===== src/rtl/unidade_controle_quiz_pkg.sv =====
// Shared definitions for the quiz-game control unit: state encoding and
// the width helpers used to size the round/hit/error counters and the timer.
package quiz_pkg;

  // State codes are visible on db_estado; gaps 11..13 are unused codes.
  typedef enum logic [3:0] {
    INICIAL     = 4'd0,
    PREPARA     = 4'd1,
    CARREGA     = 4'd2,
    MOSTRA      = 4'd3,
    ESPERA      = 4'd4,
    REGISTRA    = 4'd5,
    COMPARA     = 4'd6,
    ACERTO      = 4'd7,
    ERRO        = 4'd8,
    TIMEOUT     = 4'd9,
    AVALIA      = 4'd10,
    FIM_VITORIA = 4'd14,
    FIM_DERROTA = 4'd15
  } estado_t;

  // Width able to hold 0..n (hit/error counts can reach n).
  function automatic int largura_rodada(input int n);
    return $clog2(n + 1);
  endfunction

  // Width able to hold 0..t, never narrower than one bit.
  function automatic int largura_timer(input int t);
    return (t < 1) ? 1 : $clog2(t + 1);
  endfunction

endpackage


===== src/rtl/unidade_controle_quiz_if.sv =====
// Bundle between the quiz control unit and the datapath/display side.
//
// Handshake: there is no back-pressure. jogada_feita is a one-cycle pulse
// that is consumed only while the controller sits in ESPERA and ignored in
// every other state; resposta_correta must be stable from the REGISTRA cycle
// through the COMPARA cycle. iniciar is a level, sampled only in INICIAL and
// in the two FIM states. All controller outputs are registered-state decodes.
interface unidade_controle_quiz_if #(
  parameter int WR = 5,
  parameter int WT = 13
);
  logic          iniciar;
  logic          jogada_feita;
  logic          resposta_correta;
  logic          zeraR;
  logic          zeraM;
  logic          registraM;
  logic          registraR;
  logic [WR-1:0] rodada;
  logic [WR-1:0] acertos;
  logic [WR-1:0] erros;
  logic [WT-1:0] tempo_restante;
  logic          timeout_evento;
  logic          pronto;
  logic          venceu;
  logic [3:0]    db_estado;

  modport master (
    input  iniciar, jogada_feita, resposta_correta,
    output zeraR, zeraM, registraM, registraR, rodada, acertos, erros,
           tempo_restante, timeout_evento, pronto, venceu, db_estado
  );

  modport slave (
    output iniciar, jogada_feita, resposta_correta,
    input  zeraR, zeraM, registraM, registraR, rodada, acertos, erros,
           tempo_restante, timeout_evento, pronto, venceu, db_estado
  );
endinterface


===== src/rtl/unidade_controle_quiz_contador_timer.sv =====
// Down-counter for the per-question answer timer. Loads VALOR_CARGA, counts
// down while enabled, sticks at zero, and flags expiry when it reads 1.
module contador_timer #(
  parameter int W           = 13,
  parameter int VALOR_CARGA = 5000
) (
  input  logic         clock,
  input  logic         reset,
  input  logic         carrega,
  input  logic         habilita,
  output logic [W-1:0] valor,
  output logic         expira
);
  localparam logic [W-1:0] CARGA = W'(VALOR_CARGA);

  // Load has priority over counting; holds whenever neither is requested.
  always_ff @(posedge clock or negedge reset) begin
    if (!reset) begin
      valor <= '0;
    end else if (carrega) begin
      valor <= CARGA;
    end else if (habilita && (valor != '0)) begin
      valor <= valor - W'(1);
    end
  end

  assign expira = (valor == W'(1));
endmodule


===== src/rtl/unidade_controle_quiz.sv =====
// Quiz-game control unit: sequences N_RODADAS questions, times each answer,
// scores hits/misses/timeouts and ends in victory or defeat. Owns the round,
// hit and error counters plus the answer timer.
module unidade_controle_quiz
  import quiz_pkg::*;
#(
  parameter int N_RODADAS      = 16,
  parameter int TIMEOUT_CICLOS = 5000,
  parameter int MAX_ERROS      = 3
) (
  input logic                     clock,
  input logic                     reset,
  unidade_controle_quiz_if.master bus
);
  localparam int WR = largura_rodada(N_RODADAS);
  localparam int WT = largura_timer(TIMEOUT_CICLOS);
  localparam logic [WR-1:0] CONT_MAX = '1;

  estado_t       estado, proximo;
  logic [WR-1:0] rodada, acertos, erros;
  logic [WT-1:0] tempo;
  logic          timer_carrega, timer_habilita, timer_expira;
  logic          derrota, ultima;

  // AVALIA runs one cycle after the score update, so these see fresh counts.
  assign derrota = (MAX_ERROS != 0) && (32'(erros) == MAX_ERROS);
  assign ultima  = (32'(rodada) == N_RODADAS - 1);

  contador_timer #(
    .W           (WT),
    .VALOR_CARGA (TIMEOUT_CICLOS)
  ) u_timer (
    .clock    (clock),
    .reset    (reset),
    .carrega  (timer_carrega),
    .habilita (timer_habilita),
    .valor    (tempo),
    .expira   (timer_expira)
  );

  // State register.
  always_ff @(posedge clock or negedge reset) begin
    if (!reset) estado <= INICIAL;
    else        estado <= proximo;
  end

  // Next-state and timer control; an answer beats an expiring timer.
  always_comb begin
    proximo        = estado;
    timer_carrega  = 1'b0;
    timer_habilita = 1'b0;
    case (estado)
      INICIAL:  if (bus.iniciar) proximo = PREPARA;
      PREPARA:  proximo = CARREGA;
      CARREGA:  proximo = MOSTRA;
      MOSTRA: begin
        timer_carrega = 1'b1;
        proximo       = ESPERA;
      end
      ESPERA: begin
        if (bus.jogada_feita)                        proximo = REGISTRA;
        else if ((TIMEOUT_CICLOS != 0) && timer_expira) proximo = TIMEOUT;
        else                                         timer_habilita = 1'b1;
      end
      REGISTRA: proximo = COMPARA;
      COMPARA:  proximo = bus.resposta_correta ? ACERTO : ERRO;
      ACERTO, ERRO, TIMEOUT: proximo = AVALIA;
      AVALIA: begin
        if (derrota)     proximo = FIM_DERROTA;
        else if (ultima) proximo = FIM_VITORIA;
        else             proximo = CARREGA;
      end
      FIM_VITORIA, FIM_DERROTA: if (bus.iniciar) proximo = INICIAL;
      default:  proximo = INICIAL;
    endcase
  end

  // Round/hit/error counters: cleared in INICIAL, saturating, held in FIM.
  always_ff @(posedge clock or negedge reset) begin
    if (!reset) begin
      rodada  <= '0;
      acertos <= '0;
      erros   <= '0;
    end else begin
      case (estado)
        INICIAL: begin
          rodada  <= '0;
          acertos <= '0;
          erros   <= '0;
        end
        ACERTO:  if (acertos != CONT_MAX) acertos <= acertos + WR'(1);
        ERRO, TIMEOUT: if (erros != CONT_MAX) erros <= erros + WR'(1);
        AVALIA:  if (!derrota && !ultima) rodada <= rodada + WR'(1);
        default: ;
      endcase
    end
  end

  assign bus.zeraR          = (estado == INICIAL);
  assign bus.zeraM          = (estado == INICIAL);
  assign bus.registraM      = (estado == CARREGA);
  assign bus.registraR      = (estado == REGISTRA);
  assign bus.timeout_evento = (estado == TIMEOUT);
  assign bus.pronto         = (estado == FIM_VITORIA) || (estado == FIM_DERROTA);
  assign bus.venceu         = (estado == FIM_VITORIA);
  assign bus.db_estado      = estado;
  assign bus.rodada         = rodada;
  assign bus.acertos        = acertos;
  assign bus.erros          = erros;
  assign bus.tempo_restante = tempo;
endmodule

===== src/flat_wrapper.sv =====
// flat-port wrapper written by rule: the top's interface ports become plain ports
module unidade_controle_quiz_flat import quiz_pkg::*;
#(
  parameter int N_RODADAS      = 16,
  parameter int TIMEOUT_CICLOS = 5000,
  parameter int MAX_ERROS      = 3
)
  (clock, reset, bus_iniciar, bus_jogada_feita, bus_resposta_correta, bus_zeraR, bus_zeraM, bus_registraM, bus_registraR, bus_rodada, bus_acertos, bus_erros, bus_tempo_restante, bus_timeout_evento, bus_pronto, bus_venceu, bus_db_estado);
  unidade_controle_quiz_if bus_i ();
  input logic clock;
  input logic reset;
  input wire logic [$bits(bus_i.iniciar)-1:0] bus_iniciar;
  input wire logic [$bits(bus_i.jogada_feita)-1:0] bus_jogada_feita;
  input wire logic [$bits(bus_i.resposta_correta)-1:0] bus_resposta_correta;
  output wire logic [$bits(bus_i.zeraR)-1:0] bus_zeraR;
  output wire logic [$bits(bus_i.zeraM)-1:0] bus_zeraM;
  output wire logic [$bits(bus_i.registraM)-1:0] bus_registraM;
  output wire logic [$bits(bus_i.registraR)-1:0] bus_registraR;
  output wire logic [$bits(bus_i.rodada)-1:0] bus_rodada;
  output wire logic [$bits(bus_i.acertos)-1:0] bus_acertos;
  output wire logic [$bits(bus_i.erros)-1:0] bus_erros;
  output wire logic [$bits(bus_i.tempo_restante)-1:0] bus_tempo_restante;
  output wire logic [$bits(bus_i.timeout_evento)-1:0] bus_timeout_evento;
  output wire logic [$bits(bus_i.pronto)-1:0] bus_pronto;
  output wire logic [$bits(bus_i.venceu)-1:0] bus_venceu;
  output wire logic [$bits(bus_i.db_estado)-1:0] bus_db_estado;
  assign bus_i.iniciar = bus_iniciar;
  assign bus_i.jogada_feita = bus_jogada_feita;
  assign bus_i.resposta_correta = bus_resposta_correta;
  assign bus_zeraR = bus_i.zeraR;
  assign bus_zeraM = bus_i.zeraM;
  assign bus_registraM = bus_i.registraM;
  assign bus_registraR = bus_i.registraR;
  assign bus_rodada = bus_i.rodada;
  assign bus_acertos = bus_i.acertos;
  assign bus_erros = bus_i.erros;
  assign bus_tempo_restante = bus_i.tempo_restante;
  assign bus_timeout_evento = bus_i.timeout_evento;
  assign bus_pronto = bus_i.pronto;
  assign bus_venceu = bus_i.venceu;
  assign bus_db_estado = bus_i.db_estado;
  unidade_controle_quiz #(.N_RODADAS(N_RODADAS), .TIMEOUT_CICLOS(TIMEOUT_CICLOS), .MAX_ERROS(MAX_ERROS)) u_core (.clock(clock), .reset(reset), .bus(bus_i));
endmodule

===== config.mk =====
export PLATFORM = sky130hd
export DESIGN_NAME = unidade_controle_quiz_flat
export DESIGN_NICKNAME = d
export VERILOG_FILES = /design/src/rtl/unidade_controle_quiz_pkg.sv /design/src/rtl/unidade_controle_quiz_if.sv /design/src/rtl/unidade_controle_quiz_contador_timer.sv /design/src/rtl/unidade_controle_quiz.sv /design/src/flat_wrapper.sv
export SDC_FILE = /design/constraint.sdc
export NUM_CORES = 1
export LEC_CHECK = 0
export BUFFER_PORTS_ARGS = -buffer_cell sky130_fd_sc_hd__clkbuf_2
export CAP_MARGIN = 20
export CORE_MARGIN = 5
export CORE_UTILIZATION = 24
export DETAILED_ROUTE_END_ITERATION = 6
export GPL_TIMING_DRIVEN = 0
export SLEW_MARGIN = 10
export SYNTH_ARGS = -nofsm -noshare
export SYNTH_HDL_FRONTEND = slang
export SYNTH_SLANG_ARGS = --single-unit

===== constraint.sdc =====
create_clock -name clock -period 2.5 [get_ports clock]
set_input_delay 0.25 -clock clock [delete_from_list [all_inputs] [get_ports clock]]
set_output_delay 0.25 -clock clock [all_outputs]
set_load 0.05 [all_outputs]

==> run summary <==
- **run status** completed
- **minimum period implied by the final worst setup slack** 2.39 ns
- **Clock power frac** 16.9%
- **total global routing track utilization** 11.0%
- **Clock Pin Slew Worst Setup and Hold Paths** 0.07 ns
- **Internal** 1200 µW
- **share of total power in sequential cells** 30.3%
- **Hold WC Path Type** input port to asynchronous set/reset pin
- **static leakage** 0.00106 µW
- **most used flip-flop cell after synthesis** dfrtp_1
- **clock sink count** 32
- **final antenna diode count** 0
- **worst slew slack as a fraction of its limit** 43.2%
- **global-route wire length before repair** 8890 µm
- **Starting Density** 24.9%
- **count of pins on the block boundary** 44
- **startpoint type of the worst setup path** flop
- **cell area after technology mapping** 1940 µm²
- **estimated wirelength of the detail-placed design** 3720 µm
- **number of distinct library cells after synthesis** 42
- **detailed router's first-iteration violation count** 84
- **setup repair after global routing missed its margin** false
- **row count** 32
- **number of flops mapped to enable cells by yosys** 0
- **DRC viols** 0
- **Vias** 1,796
- **CP cell instances** clkbuf_1 -> or4_4 -> clkinvlp_4 -> buf_4 -> clkbuf_2
- **switching component of the power** 1250 µW
- **net count of the mapped netlist** 228
- **Worst Path Buf+Inv** 4
- **sum of overflow across all layers after global routing** 0
- **number of failing setup endpoints in the final timing report** 0
- **area of the core region** 7810 µm²
- **initial antenna violation count** 0
- **area of combinational cells with multiple inputs** 1080 µm²
- **Max Freq** 419 MHz
- **share of power burned in combinational logic** 52.8%
- **cell area after layout** 2390 µm²
- **setup slack after layout** 0.113 ns
- **First-pass DRT Iterations** 4
- **final weighted congestion in routability-driven placement** 0.793
- **critical-path maximum fanout** 11
- **category of the worst setup path capture point** output port
- **fill count** 843
- **Critical Path Max Stage Delay** 0.67 ns
- **clock latency on the worst-skew pair** 0.28 ns
- **most frequent cells in the layout** clkbuf_2, dfrtp_1, nand2_1, nor2_1, o21ai_0
- **mean cell area of the mapped netlist** 9.08 µm²
- **final count of pins violating max slew** 0
- **MaxCap Viol Count** 0
- **sequential area share after synthesis** 41.2%
- **required time of the critical path** 2.25 ns
- **fraction of layout cells with a size suffix above 1** 23.8%
- **most common cell after layout, fill and taps aside** clkbuf_2
- **worst-path cell with the longest stage delay** or4_4
- **clock tree from TritonCTS** built
- **largest net degree at the start of global routing** 33
- **final setup skew** 0.00547 ns
- **type of the worst setup path** flop to output port
- **Final ANT Viol Nets** 0
- **cell family with the largest share of critical-path delay** buffers and inverters
- **Die Wd** 100 µm
- **total power divided by cell area** 1030 nW/µm²
- **Detailed Route WL** 5040 µm
- **area taken by flip-flops and latches** 801 µm²
- **total placed instance area** 2300 µm²
- **number of buffers added on ports** 43
- **Area Overhead vs Synth** 23.1%
- **vias per cell** 4.89
- **area of the die** 10000 µm²
- **nets** 278
- **Net Sw Frac** 51.0%
- **vias in the first global route** 1,850
- **Synthesis Warnings** 0
- **buffer type at the clock tree root** clkbuf_8
- **H-tree depth** 2
- **Cells after Synth** 214
- **Crit path arrival time** 2.14 ns
- **average wire per standard cell** 13.7 µm
- **Final Hold Violating Endpoints** 0
- **Hold-fix buffers, CTS** 0
- **portion of the clock cycle consumed by the worst path in the final layout** 95.5%
- **Peak supply drop** 439 µV
- **die boundary height** 100 µm
- **async set or reset register ratio after synthesis** 100%
- **Worst Max-Slew Pin Slew** 0.852 ns
- **worst slack, placed** 0.0807 ns
- **number of buffers created by CTS** 5
- **clk buf depth** 2
- **total of flip-flops plus latches after synthesis** 32
- **aggregate negative setup slack** 0 ns
worst register-to-register path, stage by stage (launching register included):
cell,delay (ns)
dfrtp_1,0.42
or4_1,0.52
buf_2,0.17
nor4_2,0.45
buf_2,0.30
or2_2,0.17
mux2i_1,0.19
worst paths after layout:
kind,from,endpoint,slack [ns],depth (start not counted)
hold / removal,reset,u_core.u_timer.valor[8],0.07,1
max in group asynchronous,reset,u_core.bus.acertos[0],1.89,1
hold reg to reg,u_core.u_timer.valor[11],u_core.u_timer.valor[11],0.51,1
setup reg to reg,u_core.u_timer.valor[5],u_core.u_timer.valor[0],0.20,6
setup / recovery,u_core.bus.db_estado[1],bus_zeraR,0.11,5
min in group clock,bus_iniciar,u_core.bus.db_estado[1],0.27,3
Yosys cell counts (2+ instances only):
library cell	count	area, µm²
inv_1	6	22.5
nor2b_1	4	25.0
nor4_1	4	25.0
nand2_1	25	93.8
mux2_2	2	22.5
xnor2_1	3	26.3
nor4b_1	4	35.0
nand4_1	2	12.5
and3_1	3	18.8
dfrtp_1	32	801
a21oi_1	9	45.0
or4_1	11	82.6
nand3_1	7	35.0
o21bai_1	2	15.0
xor2_1	2	17.5
and2_1	2	12.5
or2_2	3	18.8
o31ai_1	5	37.5
o21ai_0	12	60.1
or3_1	5	31.3
buf_2	2	10.0
mux2i_1	9	90.1
clkbuf_1	8	30.0
nor3_1	10	50.1
nand2b_1	4	25.0
nor2_1	14	52.6
ha_1	9	113
repair_timing:
item	4_1_cts	5_1_grt
setup endpoints to repair	2	0
gates resized for setup	1	0
setup buffers	0	0
power by group through the flow:
stage	sequential (µW)	combinational [µW]	clock (µW)
after CTS	744	1310	430
after global placement	747	1290	0
after detailed placement	752	1300	0
after global routing	765	1420	457
final	742	1290	415
after floorplan	1050	674	0
kinds of logic (layout without fill, tap and decap cells):
kind of cell    count (synthesis)  in the layout  synth area share [%]
xor+xnor                        5              5                  2.25
mux                            11             11                  5.80
flops                          32             32                  41.2
simple gates                  102            102                  28.7
compound gates                 38             38                  12.6
buf+inv                        17             68                  3.61
fa+ha+maj                       9              9                  5.80
cell type report:
type	count	area share [%]
Inverter	6	1.10
Timing Repair Buffer	44	9.21
Sequential cell	32	33.5
Multi-Input combinational cell	165	45.3
Clock buffer	8	3.77
Tap cell	102	5.34
Buffer	10	1.83
routing by layer:
metal | wire (µm) | track usage, %
met1 | 2440 | 14.3
met2 | 2280 | 18.0
met3 | 281 | 3.13
met4 | 42 | 2.49
met5 | 0 | 0
flip-flops by register name, indices dropped and copies added, names as in the netlist:
name,cells
u_core.bus.rodada,5
u_core.u_timer.valor,13
u_core.bus.erros,5
u_core.bus.acertos,5
u_core.bus.db_estado,4
per-stage QoR:
step	power [µW]	hold slack (ns)	util, %	instances
2_1_floorplan	1720	-0.0456	-	214
3_3_place_gp	2040	0.396	29.4	359
3_5_place_dp	2050	0.398	29.4	359
4_1_cts	2480	0.0899	30.6	366
5_1_grt	2640	0.132	30.6	367
6_report	2450	0.0678	30.6	367
Power figures use the tool's default switching activity.
